## src/rtl/box_cache_pkg.sv

```systemverilog
// rtl/box_cache_pkg.sv - shared constants, state encoding and line record for box_cache
package box_cache_pkg;

   localparam int LINES  = 8;
   localparam int IDX_W  = 3;
   localparam int BOX_W  = 8;
   localparam int DATA_W = 64;
   localparam int TAG_W  = BOX_W - IDX_W;

   typedef enum logic [3:0] {
      IDLE,
      LOOKUP,
      EVICT,
      EVICT_WAIT,
      FILL,
      FILL_WAIT,
      RESP,
      FLUSH_SCAN,
      FLUSH_WAIT
   } cache_state_t;

   typedef struct packed {
      logic              valid;
      logic              dirty;
      logic [TAG_W-1:0]  tag;
      logic [DATA_W-1:0] data;
   } line_t;

   function automatic line_t make_line(input logic valid, input logic dirty,
                                       input logic [TAG_W-1:0] tag,
                                       input logic [DATA_W-1:0] data);
      line_t l;
      l.valid = valid;
      l.dirty = dirty;
      l.tag   = tag;
      l.data  = data;
      return l;
   endfunction

endpackage

```

## src/rtl/cache_tag_array.sv

```systemverilog
// rtl/cache_tag_array.sv - direct-mapped line store, combinational read, one write port
module cache_tag_array
   import box_cache_pkg::*;
(
   input  logic             clk,
   input  logic             rst_n,
   input  logic [IDX_W-1:0] rd_idx,
   output line_t            rd_line,
   input  logic             we,
   input  logic [IDX_W-1:0] wr_idx,
   input  line_t            wr_line
);

   logic [LINES-1:0]  valid_q, valid_d;
   logic [LINES-1:0]  dirty_q, dirty_d;
   logic [TAG_W-1:0]  tag_q  [LINES];
   logic [DATA_W-1:0] data_q [LINES];

   always_comb begin
      valid_d = valid_q;
      dirty_d = dirty_q;
      if (we) begin
         valid_d[wr_idx] = wr_line.valid;
         dirty_d[wr_idx] = wr_line.dirty;
      end
   end

   always_ff @(posedge clk or negedge rst_n) begin
      if (!rst_n) begin
         valid_q <= '0;
         dirty_q <= '0;
      end else begin
         valid_q <= valid_d;
         dirty_q <= dirty_d;
      end
   end

   // Tag and data are only meaningful under valid, so they carry no reset.
   always_ff @(posedge clk) begin
      if (we) begin
         tag_q[wr_idx]  <= wr_line.tag;
         data_q[wr_idx] <= wr_line.data;
      end
   end

   assign rd_line = make_line(valid_q[rd_idx], dirty_q[rd_idx], tag_q[rd_idx], data_q[rd_idx]);

endmodule

```

## src/rtl/box_cache.sv

```systemverilog
// rtl/box_cache.sv - write-back direct-mapped box record cache between BEV and the DRAM bridge
module box_cache
   import box_cache_pkg::*;
(
   input  logic              clk,
   input  logic              rst_n,
   input  logic              up_in_valid,
   input  logic              up_r_wb,
   input  logic [BOX_W-1:0]  up_addr,
   input  logic [DATA_W-1:0] up_data_w,
   output logic              up_out_valid,
   output logic [DATA_W-1:0] up_data_r,
   input  logic              flush_req,
   output logic              flush_done,
   output logic              busy,
   output logic              C_in_valid,
   output logic              C_r_wb,
   output logic [BOX_W-1:0]  C_addr,
   output logic [DATA_W-1:0] C_data_w,
   input  logic              C_out_valid,
   input  logic [DATA_W-1:0] C_data_r
);

   localparam int PTR_W = IDX_W + 1;

   cache_state_t      state_q, state_d;
   logic              req_r_wb_q, req_r_wb_d;
   logic [BOX_W-1:0]  req_addr_q, req_addr_d;
   logic [DATA_W-1:0] req_data_q, req_data_d;
   logic [PTR_W-1:0]  ptr_q, ptr_d;
   logic              c_r_wb_q, c_r_wb_d;
   logic [BOX_W-1:0]  c_addr_q, c_addr_d;
   logic [DATA_W-1:0] c_data_w_q, c_data_w_d;

   logic [IDX_W-1:0]  req_idx, rd_idx;
   logic [TAG_W-1:0]  req_tag;
   line_t             rd_line, wr_line;
   logic              we, hit, flushing;

   assign req_idx  = req_addr_q[IDX_W-1:0];
   assign req_tag  = req_addr_q[BOX_W-1:IDX_W];
   assign flushing = (state_q == FLUSH_SCAN) || (state_q == FLUSH_WAIT);
   assign rd_idx   = flushing ? ptr_q[IDX_W-1:0] : req_idx;
   assign hit      = rd_line.valid && (rd_line.tag == req_tag);

   cache_tag_array u_lines (
      .clk     (clk),
      .rst_n   (rst_n),
      .rd_idx  (rd_idx),
      .rd_line (rd_line),
      .we      (we),
      .wr_idx  (rd_idx),
      .wr_line (wr_line)
   );

   always_ff @(posedge clk or negedge rst_n) begin
      if (!rst_n) begin
         state_q    <= IDLE;
         req_r_wb_q <= 1'b0;
         req_addr_q <= '0;
         req_data_q <= '0;
         ptr_q      <= '0;
         c_r_wb_q   <= 1'b0;
         c_addr_q   <= '0;
         c_data_w_q <= '0;
      end else begin
         state_q    <= state_d;
         req_r_wb_q <= req_r_wb_d;
         req_addr_q <= req_addr_d;
         req_data_q <= req_data_d;
         ptr_q      <= ptr_d;
         c_r_wb_q   <= c_r_wb_d;
         c_addr_q   <= c_addr_d;
         c_data_w_q <= c_data_w_d;
      end
   end

   // Bridge fields come from the _d side so they are valid in the issue cycle and held afterwards.
   assign C_r_wb   = c_r_wb_d;
   assign C_addr   = c_addr_d;
   assign C_data_w = c_data_w_d;
   assign busy     = (state_q != IDLE);

   always_comb begin
      state_d      = state_q;
      req_r_wb_d   = req_r_wb_q;
      req_addr_d   = req_addr_q;
      req_data_d   = req_data_q;
      ptr_d        = ptr_q;
      c_r_wb_d     = c_r_wb_q;
      c_addr_d     = c_addr_q;
      c_data_w_d   = c_data_w_q;
      up_out_valid = 1'b0;
      up_data_r    = '0;
      flush_done   = 1'b0;
      C_in_valid   = 1'b0;
      we           = 1'b0;
      wr_line      = rd_line;

      unique case (state_q)
         IDLE: begin
            if (up_in_valid) begin
               req_r_wb_d = up_r_wb;
               req_addr_d = up_addr;
               req_data_d = up_data_w;
               state_d    = LOOKUP;
            end else if (flush_req) begin
               ptr_d   = '0;
               state_d = FLUSH_SCAN;
            end
         end
         LOOKUP: begin
            if (req_r_wb_q && hit) begin
               up_out_valid = 1'b1;
               up_data_r    = rd_line.data;
               state_d      = IDLE;
            end else if (!req_r_wb_q && (hit || !rd_line.valid || !rd_line.dirty)) begin
               we           = 1'b1;
               wr_line      = make_line(1'b1, 1'b1, req_tag, req_data_q);
               up_out_valid = 1'b1;
               state_d      = IDLE;
            end else if (rd_line.valid && rd_line.dirty) begin
               state_d = EVICT;
            end else begin
               state_d = FILL;
            end
         end
         EVICT: begin
            C_in_valid = 1'b1;
            c_r_wb_d   = 1'b0;
            c_addr_d   = {rd_line.tag, req_idx};
            c_data_w_d = rd_line.data;
            state_d    = EVICT_WAIT;
         end
         EVICT_WAIT: begin
            if (C_out_valid) begin
               we = 1'b1;
               if (!req_r_wb_q) begin
                  wr_line = make_line(1'b1, 1'b1, req_tag, req_data_q);
                  state_d = RESP;
               end else begin
                  wr_line.dirty = 1'b0;
                  state_d       = FILL;
               end
            end
         end
         FILL: begin
            C_in_valid = 1'b1;
            c_r_wb_d   = 1'b1;
            c_addr_d   = req_addr_q;
            state_d    = FILL_WAIT;
         end
         FILL_WAIT: begin
            if (C_out_valid) begin
               we      = 1'b1;
               wr_line = make_line(1'b1, 1'b0, req_tag, C_data_r);
               state_d = RESP;
            end
         end
         RESP: begin
            up_out_valid = 1'b1;
            if (req_r_wb_q) up_data_r = rd_line.data;
            state_d = IDLE;
         end
         FLUSH_SCAN: begin
            // Pointer MSB set means every index has been visited.
            if (ptr_q[IDX_W]) begin
               flush_done = 1'b1;
               state_d    = IDLE;
            end else if (rd_line.valid && rd_line.dirty) begin
               C_in_valid = 1'b1;
               c_r_wb_d   = 1'b0;
               c_addr_d   = {rd_line.tag, ptr_q[IDX_W-1:0]};
               c_data_w_d = rd_line.data;
               state_d    = FLUSH_WAIT;
            end else begin
               ptr_d = ptr_q + PTR_W'(1);
            end
         end
         FLUSH_WAIT: begin
            if (C_out_valid) begin
               we            = 1'b1;
               wr_line.dirty = 1'b0;
               ptr_d         = ptr_q + PTR_W'(1);
               state_d       = FLUSH_SCAN;
            end
         end
         default: state_d = IDLE;
      endcase
   end

endmodule

```

## config.mk

```make
export PLATFORM = sky130hd
export DESIGN_NAME = box_cache
export DESIGN_NICKNAME = d
export VERILOG_FILES = /design/src/rtl/box_cache_pkg.sv /design/src/rtl/cache_tag_array.sv /design/src/rtl/box_cache.sv
export SDC_FILE = /design/constraint.sdc
export NUM_CORES = 1
export LEC_CHECK = 0
export BUFFER_PORTS_ARGS = -buffer_cell sky130_fd_sc_hd__buf_2
export CORE_MARGIN = 2
export CORE_UTILIZATION = 30
export CTS_BUF_LIST = sky130_fd_sc_hd__clkbuf_4
export DETAILED_ROUTE_END_ITERATION = 10
export GPL_ROUTABILITY_DRIVEN = 0
export PLACE_DENSITY = 0.56
export SYNTH_ARGS = -nofsm -noshare
export SYNTH_HDL_FRONTEND = slang
export SYNTH_SLANG_ARGS = --single-unit
```

## constraint.sdc

```tcl
create_clock -name clk -period 7.1 [get_ports clk]
set_clock_uncertainty 0.2 [all_clocks]
set_input_delay 0.355 -clock clk [delete_from_list [all_inputs] [get_ports clk]]
set_output_delay 0.355 -clock clk [all_outputs]
set_load 0.05 [all_outputs]
```

==> results.sh <==
export IMPL_status="finished, final reports clean"
export IMPL_pin_count=283
export IMPL_synth_nets=2408
export IMPL_post_route_period_util_pct=94.9
export IMPL_dieWidth_um=320
export IMPL_synth_ff_type="edfxtp_1"
export IMPL_worstSetupPathType="reg2out"
export IMPL_coreArea_sq_mm=0.0997
export IMPL_ys_warn_count=0
export IMPL_grt_busiest_layer="met2"
export IMPL_clock_sinks=722
export IMPL_dr_pass1_iters=5
export IMPL_area_delta_synth_final_pct=28.8
export IMPL_port_buffers=282
export IMPL_post_cts_setup_buffers=0
export IMPL_hold_class="in2reg"
export IMPL_drtIter0Drc=1727
export IMPL_root_buffer="clkbuf_4"
export IMPL_dpl_hpwl_mm=57.2
export IMPL_initial_core_util_pct=30.1
export IMPL_synthCells=2265
export IMPL_required_ns=6.55
export IMPL_ctsLongestPathBuffers=3
export IMPL_ys_async_sr_fraction_pct=23.5
export IMPL_grt_util_met3_pct=3.19
export IMPL_final_fill_count=9587
export IMPL_antenna_found_initial=3
export IMPL_grt_pass1_vias=22400
export IMPL_syn_cell_area_sq_mm=0.0300
export IMPL_start_kind="flop"
export IMPL_ant_nets=0
export IMPL_drive_gt1_share_pct=27.9
export IMPL_ys_seq_elements=722
export IMPL_finalSetupViolations=0
export IMPL_cp_arrival_ns=6.18
export IMPL_clk_pin_slew_ns=0.07
export IMPL_cp_end_kind="output pin"
export IMPL_h_tree_depth=4
export IMPL_syn_avg_cell_area_sq_um=13.3
export IMPL_synth_edff_count=552
export IMPL_grt_use_met2_pct=30.8
export IMPL_path_max_fanout=106
export IMPL_fmax_ghz=0.148
export IMPL_wl_mm=94.6
export IMPL_grt_pass1_wl_mm=140
export IMPL_hold_viol=0
export IMPL_max_slew_worst_pin_slew_ns=1.22
export IMPL_numPlacedInstances=3766
export IMPL_die_y_um=320
export IMPL_remaining_drc_errors=0
export IMPL_tritoncts="built"
export IMPL_nNetsFinal=3094
export IMPL_grt_usage_pct=18.2
export IMPL_post_drt_wl_per_cell_um=21.4
export IMPL_finalCriticalPeriod_ns=6.74
export IMPL_slew_headroom_pct=18.8
export IMPL_dieArea_sq_mm=0.103
export IMPL_grt_overflow_total=0
export IMPL_final_cell_area_sq_mm=0.0387
export IMPL_place_area_sq_mm=0.0333
export IMPL_seq_area_frac_synth_pct=69.3
export IMPL_viasPerCell=4.98
export IMPL_vias=22000
export IMPL_grt_max_degree=107
export IMPL_cts_buffers=195
export IMPL_fin_cells=4417
export IMPL_grt_use_met1_pct=23.5
export IMPL_clock_latency_ns=1.12
export IMPL_yosysUniqueCellTypes=72
export IMPL_rows=116
export IMPL_drv_slew=0
export IMPL_maxCapViolations=0
## placed cells by master (no fill, tap or decap), types with 15 or more instances in the layout
cell type / instances
a22oi_1: 33
a211oi_1: 31
a22o_1: 16
a21oi_1: 272
o221ai_2: 60
edfxtp_1: 552
mux2_2: 89
a222oi_1: 17
inv_1: 71
dfrtp_1: 170
nor2_1: 166
buf_2: 281
dlygate4sd3_1: 285
a221oi_1: 39
mux2i_1: 28
clkinv_2: 15
o21ai_0: 50
clkbuf_4: 299
nand2_1: 318
nand3_1: 22
nor3_1: 15
clkinv_1: 36
buf_4: 54
## area by class of cell
type / instances / area [sq um] / share of cell area [%]
clock buffers: 299 / 2240 / 5.80
diodes: 9 / 22.5 / 0.0582
multi-input cells: 1318 / 8410 / 21.7
well taps: 1298 / 1620 / 4.20
inverters: 79 / 305 / 0.789
repair buffers: 635 / 4970 / 12.8
clock inverters: 57 / 299 / 0.773
flip-flops and latches: 722 / 20800 / 53.8
## routing by layer
layer  share of wire, %  wire, um
met1                 43     40900
met2                 50     46900
met3                5.2      4870
met4                2.1      1940
met5                  0         0
## per-stage QoR
stage                     utilization [%]  hold WS, ns  setup WS (ns)  setup TNS [ns]
after floorplan                         -       -0.141           1.52               0
after global placement               33.3        0.189           1.23               0
after CTS                            38.8     0.000767          0.347               0
final                                38.8       0.0661          0.362               0
after global routing                 38.8     -0.00636        -0.0358          -0.176
after detailed placement             33.3        0.191           1.14               0
## worst paths after layout
kind | start | to | slack (ns) | depth (start not counted)
max | state_q[0] | C_data_w[46] | 0.36 | 14
max reg2reg | state_q[0] | u_lines.data_q[1][2] | 1.14 | 13
max in group asynchronous | rst_n | c_data_w_q[55] | 5.56 | 4
min reg2reg | c_addr_q[4] | c_addr_q[4] | 0.29 | 1
min in group asynchronous | rst_n | c_data_w_q[52] | 0.26 | 4
min | C_data_r[53] | u_lines.data_q[6][53] | 0.07 | 4
## state kept, by name, indices dropped and copies added, names as in the netlist, 8 cells and up
name / count
u_lines.dirty_q: 8
c_addr_q: 8
u_lines.data_q: 512
u_lines.valid_q: 8
c_data_w_q: 64
req_data_q: 64
req_addr_q: 8
u_lines.tag_q: 40
## kinds of logic (layout without fill, tap and decap cells)
kind of cell,Yosys count,in the layout,share of synthesized area [%]
flops,722,722,69.3
compound gates,602,602,14.7
simple gates,592,592,8.17
buf+inv,225,1070,3.24
mux,118,118,4.34
xor+xnor,5,5,0.146
fa+ha+maj,1,1,0.0416
other cells,0,9,0
## cells in the mapped netlist (12+ instances only)
master / number / area [sq um]
mux2_2: 89 / 1000
inv_1: 78 / 293
nor2_1: 180 / 676
buf_6: 12 / 135
nor3_1: 16 / 80.1
nand2_1: 318 / 1190
nand3_1: 23 / 115
buf_1: 19 / 71.3
dfrtp_1: 170 / 4250
a211oi_1: 31 / 233
a22o_1: 16 / 140
a222oi_1: 17 / 170
a21oi_1: 273 / 1370
clkbuf_1: 99 / 372
o21ai_0: 50 / 250
a22oi_1: 33 / 248
a2111oi_0: 13 / 114
a221oi_1: 39 / 342
o221ai_2: 60 / 901
edfxtp_1: 552 / 16600
mux2i_1: 28 / 280
nor3b_1: 12 / 90.1
## timing repair
| action | in CTS | in global routing |
|---|---|---|
| endpoints found under the hold margin | 763 | 0 |
| resized for setup | 0 | 0 |
| hold buffers | 286 | 0 |
## critical path: stages, from the launching register on
cell	delay, ns
dfrtp_1	0.76
and2b_1	0.32
a2111oi_4	0.44
buf_4	0.27
or2_4	0.28
buf_4	0.46
nand2_1	0.19
o22ai_1	0.30
a21oi_4	0.11
or3_1	0.58
o21ai_4	0.26
buf_12	0.37
nor2_1	0.08
a21oi_1	0.20
buf_2	0.30
Power is not shown: default switching activity piles up to over one toggle a cycle in this logic, so the estimate is an artifact.
